`src/rtl/vga_pkg.sv`:
```
// Shared definitions for the VGA drawing path: screen geometry, colour format,
// blitter state encoding and a width helper.
package vga_pkg;

  localparam int COLOUR_W = 9;
  localparam int SCREEN_W = 160;
  localparam int SCREEN_H = 120;

  localparam logic [COLOUR_W-1:0] KEY_COLOUR_DEF = '0;

  typedef enum logic [1:0] {
    ST_IDLE,
    ST_FETCH,
    ST_DRAIN,
    ST_DONE
  } state_t;

  // Bit width able to index 0..v-1, never narrower than one bit.
  function automatic int clog2_min1(input int v);
    return (v > 1) ? $clog2(v) : 1;
  endfunction

endpackage

```
`src/rtl/sprite_addr_gen.sv`:
```
// Raster-order pixel counters and ROM address generator for one sprite tile.
// The address is a running counter seeded with the sprite base on accept.
module sprite_addr_gen
  import vga_pkg::*;
#(
  parameter int TILE_W = 20,
  parameter int TILE_H = 20,
  parameter int SEL_W  = 2,
  parameter int ADDR_W = 11,
  parameter int PX_W   = clog2_min1(TILE_W),
  parameter int PY_W   = clog2_min1(TILE_H)
) (
  input  logic              clk,
  input  logic              resetn,
  input  logic              clear,
  input  logic              advance,
  input  logic [SEL_W-1:0]  sprite_sel,
  output logic [PX_W-1:0]   px,
  output logic [PY_W-1:0]   py,
  output logic [ADDR_W-1:0] rom_addr,
  output logic              last
);

  localparam int TILE_N = TILE_W * TILE_H;
  localparam logic [PX_W-1:0] PX_LAST = PX_W'(TILE_W - 1);
  localparam logic [PY_W-1:0] PY_LAST = PY_W'(TILE_H - 1);

  function automatic logic [ADDR_W-1:0] sprite_base(input logic [SEL_W-1:0] sel);
    return ADDR_W'(32'(sel) * TILE_N);
  endfunction

  always_ff @(posedge clk) begin
    if (!resetn) begin
      px       <= '0;
      py       <= '0;
      rom_addr <= '0;
    end else if (clear) begin
      px       <= '0;
      py       <= '0;
      rom_addr <= sprite_base(sprite_sel);
    end else if (advance) begin
      rom_addr <= rom_addr + ADDR_W'(1);
      if (px == PX_LAST) begin
        px <= '0;
        py <= (py == PY_LAST) ? '0 : py + PY_W'(1);
      end else begin
        px <= px + PX_W'(1);
      end
    end
  end

  assign last = (px == PX_LAST) && (py == PY_LAST);

endmodule

```
`src/rtl/draw_sprite_tile.sv`:
```
// Tile blitter: copies one sprite from ROM onto a grid cell, one pixel write per
// cycle, with optional colour-key transparency and a start/busy/done handshake.
module draw_sprite_tile
  import vga_pkg::*;
#(
  parameter int TILE_W    = 20,
  parameter int TILE_H    = 20,
  parameter int N_SPRITES = 4,
  parameter int COLOUR_W  = vga_pkg::COLOUR_W,
  parameter int ROM_LAT   = 1,
  parameter int X_W       = $clog2(SCREEN_W),
  parameter int Y_W       = $clog2(SCREEN_H),
  parameter int KEY_EN    = 1,
  parameter logic [COLOUR_W-1:0] KEY_COLOUR = COLOUR_W'(KEY_COLOUR_DEF),
  localparam int SEL_W    = clog2_min1(N_SPRITES),
  localparam int ADDR_W   = clog2_min1(N_SPRITES * TILE_W * TILE_H)
) (
  input  logic                clk,
  input  logic                resetn,
  input  logic                start,
  input  logic [SEL_W-1:0]    sprite_sel,
  input  logic [3:0]          grid_x,
  input  logic [3:0]          grid_y,
  output logic                busy,
  output logic                done,
  output logic [ADDR_W-1:0]   rom_addr,
  input  logic [COLOUR_W-1:0] rom_q,
  output logic                plot,
  output logic [X_W-1:0]      x,
  output logic [Y_W-1:0]      y,
  output logic [COLOUR_W-1:0] colour
);

  localparam int PX_W    = clog2_min1(TILE_W);
  localparam int PY_W    = clog2_min1(TILE_H);
  localparam int DRAIN_W = clog2_min1(ROM_LAT);

  state_t             state;
  logic [DRAIN_W-1:0] drain_cnt;
  logic [3:0]         gx_l, gy_l;
  logic [PX_W-1:0]    px, px_tap;
  logic [PY_W-1:0]    py, py_tap;
  logic               last, accept, fetching, vld_tap;
  logic [ROM_LAT-1:0] vld_p;
  logic [X_W-1:0]     x_p;
  logic [Y_W-1:0]     y_p;

  // Cell offset computed at full width, then wrapped onto the screen bus.
  function automatic logic [X_W-1:0] cell_x(input logic [3:0] g, input logic [PX_W-1:0] p);
    return X_W'(32'(g) * TILE_W + 32'(p));
  endfunction

  function automatic logic [Y_W-1:0] cell_y(input logic [3:0] g, input logic [PY_W-1:0] p);
    return Y_W'(32'(g) * TILE_H + 32'(p));
  endfunction

  assign accept   = (state == ST_IDLE) && start;
  assign fetching = (state == ST_FETCH);

  always_ff @(posedge clk) begin
    if (!resetn) begin
      state     <= ST_IDLE;
      busy      <= 1'b0;
      done      <= 1'b0;
      drain_cnt <= '0;
    end else begin
      done <= 1'b0;
      case (state)
        ST_IDLE: if (start) begin
          state <= ST_FETCH;
          busy  <= 1'b1;
        end
        ST_FETCH: if (last) begin
          state     <= ST_DRAIN;
          drain_cnt <= '0;
        end
        ST_DRAIN: begin
          if (drain_cnt == DRAIN_W'(ROM_LAT - 1)) begin
            state <= ST_DONE;
            busy  <= 1'b0;
            done  <= 1'b1;
          end else begin
            drain_cnt <= drain_cnt + DRAIN_W'(1);
          end
        end
        ST_DONE: state <= ST_IDLE;
        default: state <= ST_IDLE;
      endcase
    end
  end

  always_ff @(posedge clk) begin
    if (accept) begin
      gx_l <= grid_x;
      gy_l <= grid_y;
    end
  end

  sprite_addr_gen #(
    .TILE_W (TILE_W),
    .TILE_H (TILE_H),
    .SEL_W  (SEL_W),
    .ADDR_W (ADDR_W),
    .PX_W   (PX_W),
    .PY_W   (PY_W)
  ) u_addr_gen (
    .clk        (clk),
    .resetn     (resetn),
    .clear      (accept),
    .advance    (fetching),
    .sprite_sel (sprite_sel),
    .px         (px),
    .py         (py),
    .rom_addr   (rom_addr),
    .last       (last)
  );

  // Stage p0..p(L-1): valid bit travels with the ROM read, aligned with rom_q.
  always_ff @(posedge clk) begin
    if (!resetn) begin
      vld_p <= '0;
    end else begin
      vld_p[0] <= fetching;
      for (int i = 1; i < ROM_LAT; i++) vld_p[i] <= vld_p[i-1];
    end
  end

  // Pixel coordinates ride L-1 stages; the final stage is the x/y register itself.
  generate
    if (ROM_LAT == 1) begin : g_no_dly
      assign px_tap  = px;
      assign py_tap  = py;
      assign vld_tap = fetching;
    end else begin : g_dly
      logic [PX_W-1:0] px_p [ROM_LAT-1];
      logic [PY_W-1:0] py_p [ROM_LAT-1];
      always_ff @(posedge clk) begin
        px_p[0] <= px;
        py_p[0] <= py;
        for (int i = 1; i < ROM_LAT - 1; i++) begin
          px_p[i] <= px_p[i-1];
          py_p[i] <= py_p[i-1];
        end
      end
      assign px_tap  = px_p[ROM_LAT-2];
      assign py_tap  = py_p[ROM_LAT-2];
      assign vld_tap = vld_p[ROM_LAT-2];
    end
  endgenerate

  // Output stage: screen coordinates registered alongside the returning ROM word.
  always_ff @(posedge clk) begin
    if (!resetn) begin
      x_p <= '0;
      y_p <= '0;
    end else if (vld_tap) begin
      x_p <= cell_x(gx_l, px_tap);
      y_p <= cell_y(gy_l, py_tap);
    end
  end

  assign x      = x_p;
  assign y      = y_p;
  assign colour = rom_q;
  assign plot   = vld_p[ROM_LAT-1] && ((KEY_EN == 0) || (rom_q != KEY_COLOUR));

endmodule

```
`config.mk`:
```
export PLATFORM = sky130hd
export DESIGN_NAME = draw_sprite_tile
export DESIGN_NICKNAME = d
export VERILOG_FILES = /design/src/rtl/vga_pkg.sv /design/src/rtl/sprite_addr_gen.sv /design/src/rtl/draw_sprite_tile.sv
export SDC_FILE = /design/constraint.sdc
export NUM_CORES = 1
export LEC_CHECK = 0
export ABC_AREA = 1
export ABC_CLOCK_PERIOD_IN_PS = 2800
export CAP_MARGIN = 25
export CORE_ASPECT_RATIO = 1.2
export CORE_MARGIN = 4
export CORE_UTILIZATION = 55
export DETAILED_ROUTE_END_ITERATION = 6
export GPL_TIMING_DRIVEN = 1
export PLACE_DENSITY = 0.91
export SYNTH_ARGS = -nofsm -noshare
export SYNTH_HDL_FRONTEND = slang
export SYNTH_HIERARCHICAL = 1
export SYNTH_SLANG_ARGS = --single-unit
```
`constraint.sdc`:
```
create_clock -name clk -period 2.8 [get_ports clk]
set_input_delay 0.84 -clock clk [delete_from_list [all_inputs] [get_ports clk]]
set_output_delay 0.84 -clock clk [all_outputs]
set_load 0.005 [all_outputs]
```
==> out/results.txt <==
Residual DRC: 0
Antenna diode count: 0
Pwr dens: 751.2 nW/um^2
Gpl congestion: 0.8401
Final Cell Area: 3438 um^2
Hold depth: 2
Mean area per synthesized cell: 7.876 um^2
Clk_lat worst skew: 0.30 ns
Synthesis-to-layout area growth: 25.08%
Worst-Margin Slew: 0.5179 ns
Critical path depth: 2
TNS Setup: 0 ns
DP Area: 3324 um^2
Leakage power: 1.521 nW
Total GRT Usage: 0.2019
Synth cell types: 37
Ys async rst share: 0
Vias per cell: 5.368
HP Start: u_addr_gen/rom_addr[6]$_SDFFE_PN0P_
CP endpoint kind: primary output
Reg area: 1061 um^2
Routed via count: 2480
Ratio of cells with drive above 1 in the final layout: 0.07673
Slowest cell delay on critical path: 0.51 ns
Setup crit start kind: input pin
Slew Limit Fails: 0
Crit-path cells: clkdlybuf4s50_1 > clkdlybuf4s50_1
Hold endpoint: u_addr_gen/rom_addr[6]$_SDFFE_PN0P_
I/O pin count: 60
Reg2reg end: x[7]$_SDFFE_PN0P_
TritonCTS Buffers: 5
DR WL/cell: 13.01 um
Skew final: 0.005870 ns
R2R Path Start: gx_l[1]$_DFFE_PP_
Clock sinks: 49
Syn Nets: 395
Area occupied by multi-input gates: 1379 um^2
Post-CTS setup buffer count: 0
DR pass1 iterations: 4
Worst Hold Class: reg -> reg
Setup-failing EPs final: 0
Peak VDD IR: 457.3 uV
DP HPWL: 4643 um
Final worst-path cycle share: 0.9587
Fmax: 372.5 MHz
Initial drt markers: 120
# nets final: 449
Slowest cell on crit path: clkdlybuf4s50_1
Max Cap Viol: 0
Delay-heaviest family, CP: buffers and inverters
Core area: 4696 um^2
WP data arrival: 1.84 ns
Relative slew slack: 0.6547
Most frequent CP cell: clkdlybuf4s50_1
Post-layout min period: 2.684 ns
Root buffer selected by CTS: clkbuf_8
First-pass GRT wire length: 10140 um
Min Hold Slack: 0.5032 ns
Ys Warns: 6
Worst-case reg-to-reg path depth: 10
Fill cells: 337
Vias in the first global route: 2383
Synthesis-stage register bit count: 49
Register-to-register setup slack: 0.75 ns
Count of flip-flops with a built-in enable after synthesis: 8
Hold Fails Final Rpt: 0
Clk slew on worst S/H paths: 0.08 ns
Largest net degree at the start of global routing: 16
Routed WL: 6010 um
Die ar.: 6198 um^2
Port Buf Inserts: 59
Starting Density: 0.5854
Gate Count Post-Synth: 349
Antenna violations before repair: 0
TritonCTS clock tree: built
CTS HTree Levels: 2
Core Rows: 27
RSZ-0062 raised after global routing: false
Die width: 72.54 um
Max Buffers Root-to-Sink: 2
CP max FO: 2
Critical Path RT: 1.96 ns
Overflow after GRT: 0
Mapped cell area: 2749 um^2
Worst Path Buf+Inv: 2
Critical path class: in -> out
Outcome: finished clean
Synth Flop Type: dfxtp_1
Die H: 85.45 um
Register area share after synthesis: 0.3860
CTS Hold Buffers Added: 0
DRT antenna net count: 0
-- layout by cell type (no fill, tap or decap), drive strengths merged --
| cell | instances |
|---|---|
| nand2 | 68 |
| clkdlybuf4s50 | 57 |
| inv | 51 |
| dfxtp | 41 |
| nor2 | 38 |
| nand3 | 28 |
| a21oi | 23 |
| ha | 21 |
| o21ai | 19 |
| edfxtp | 8 |
| clkbuf | 8 |
| nor3 | 6 |
| buf | 5 |
| nand4 | 5 |
| xor2 | 4 |
| a22oi | 4 |
| xnor2 | 3 |
| fa | 3 |
| nor3b | 2 |
| nor4 | 1 |
| a21boi | 1 |
| o22ai | 1 |
| o211a | 1 |
| clkinv | 1 |
| dlymetal6s2s | 1 |
| or2 | 1 |
| o21a | 1 |
| a31oi | 1 |
| o21bai | 1 |
-- logic make-up (layout without fill, tap and decap cells) --
family	count (synthesis)	count (layout)	synth area share
fa+ha+maj	24	24	0.1174
buf+inv	68	123	0.1161
xor+xnor	7	7	0.02230
compound gates	52	52	0.1102
simple gates	149	149	0.2481
flops	49	49	0.3860
-- through the flow --
step	worst slack [ns]	utilization	power (mW)	instances
after global placement	-0.2155	0.7080	2.081	454
after detailed placement	-0.3155	0.7080	2.132	454
final	0.1156	0.7322	2.583	462
after floorplan	0.6973	-	1.696	349
after global routing	0.02388	0.7322	2.776	462
after CTS	0.001626	0.7317	2.598	462
-- repair_timing --
| action | 4_1_cts | 5_1_grt |
|---|---|---|
| endpoints found under the setup margin | 1 | 1 |
| pin swaps | 1 | 1 |
| resized for setup | 4 | 3 |
-- where the power goes --
group	switching [mW]	leakage (nW)	internal, mW
Combinational	0.573	1.06	0.526
Sequential	0.122	0.410	0.897
Clock	0.233	0.0536	0.232
Total	0.927	1.52	1.66
-- per-layer routing --
layer | up-vias | wire length, um | global-route usage
li1 | 1227 | - | -
met1 | 1163 | 2476 | 0.2395
met2 | 79 | 3014 | 0.3489
met3 | 11 | 406 | 0.04502
met4 | 0 | 112 | 0.07718
met5 | - | 0 | 0
-- final cells by class --
cell class                      count  share of cell area
Timing Repair Buffer               64              0.1820
Inverter                           51             0.05640
Clock buffer                        7             0.02838
Multi-Input combinational cell    232              0.4010
Clock inverter                      1            0.002547
Tap cell                           58             0.02111
Sequential cell                    49              0.3086
-- synthesized netlist by cell type (2+ instances only) --
| master | count | share of area |
|---|---|---|
| o21ai_1 | 5 | 0.0091 |
| buf_6 | 2 | 0.0082 |
| o21ai_0 | 14 | 0.025 |
| ha_1 | 21 | 0.096 |
| dfxtp_1 | 41 | 0.30 |
| a22oi_1 | 4 | 0.011 |
| nor2_4 | 4 | 0.016 |
| nor3_1 | 6 | 0.011 |
| nor3b_1 | 2 | 0.0055 |
| fa_1 | 3 | 0.022 |
| nand4_1 | 4 | 0.0091 |
| nand2_1 | 67 | 0.091 |
| inv_2 | 5 | 0.0068 |
| buf_4 | 11 | 0.030 |
| xnor2_1 | 3 | 0.0096 |
| buf_2 | 3 | 0.0055 |
| edfxtp_1 | 8 | 0.087 |
| nor2_1 | 33 | 0.045 |
| inv_1 | 45 | 0.061 |
| xor2_1 | 4 | 0.013 |
| a21oi_1 | 22 | 0.040 |
| nand3_1 | 27 | 0.049 |
-- how the worst max path moves through the flow --
stage / endpoint / from
6_report: colour[6] / rom_q[6]
5_1_grt: plot / rom_q[6]
4_1_cts: plot / rom_q[8]
3_5_place_dp: plot / rom_q[7]
3_3_place_gp: plot / rom_q[7]
2_1_floorplan: plot / rom_q[7]
-- state kept, by name, indices dropped and copies added (netlist names) --
register / flops
u_addr_gen/px: 5
u_addr_gen/rom_addr: 11
gy_l: 4
u_addr_gen/py: 5
busy: 1
gx_l: 4
vld_p: 1
state: 2
x: 8
done: 1
y: 7
Note: power is estimated with default switching activity, not from simulation.
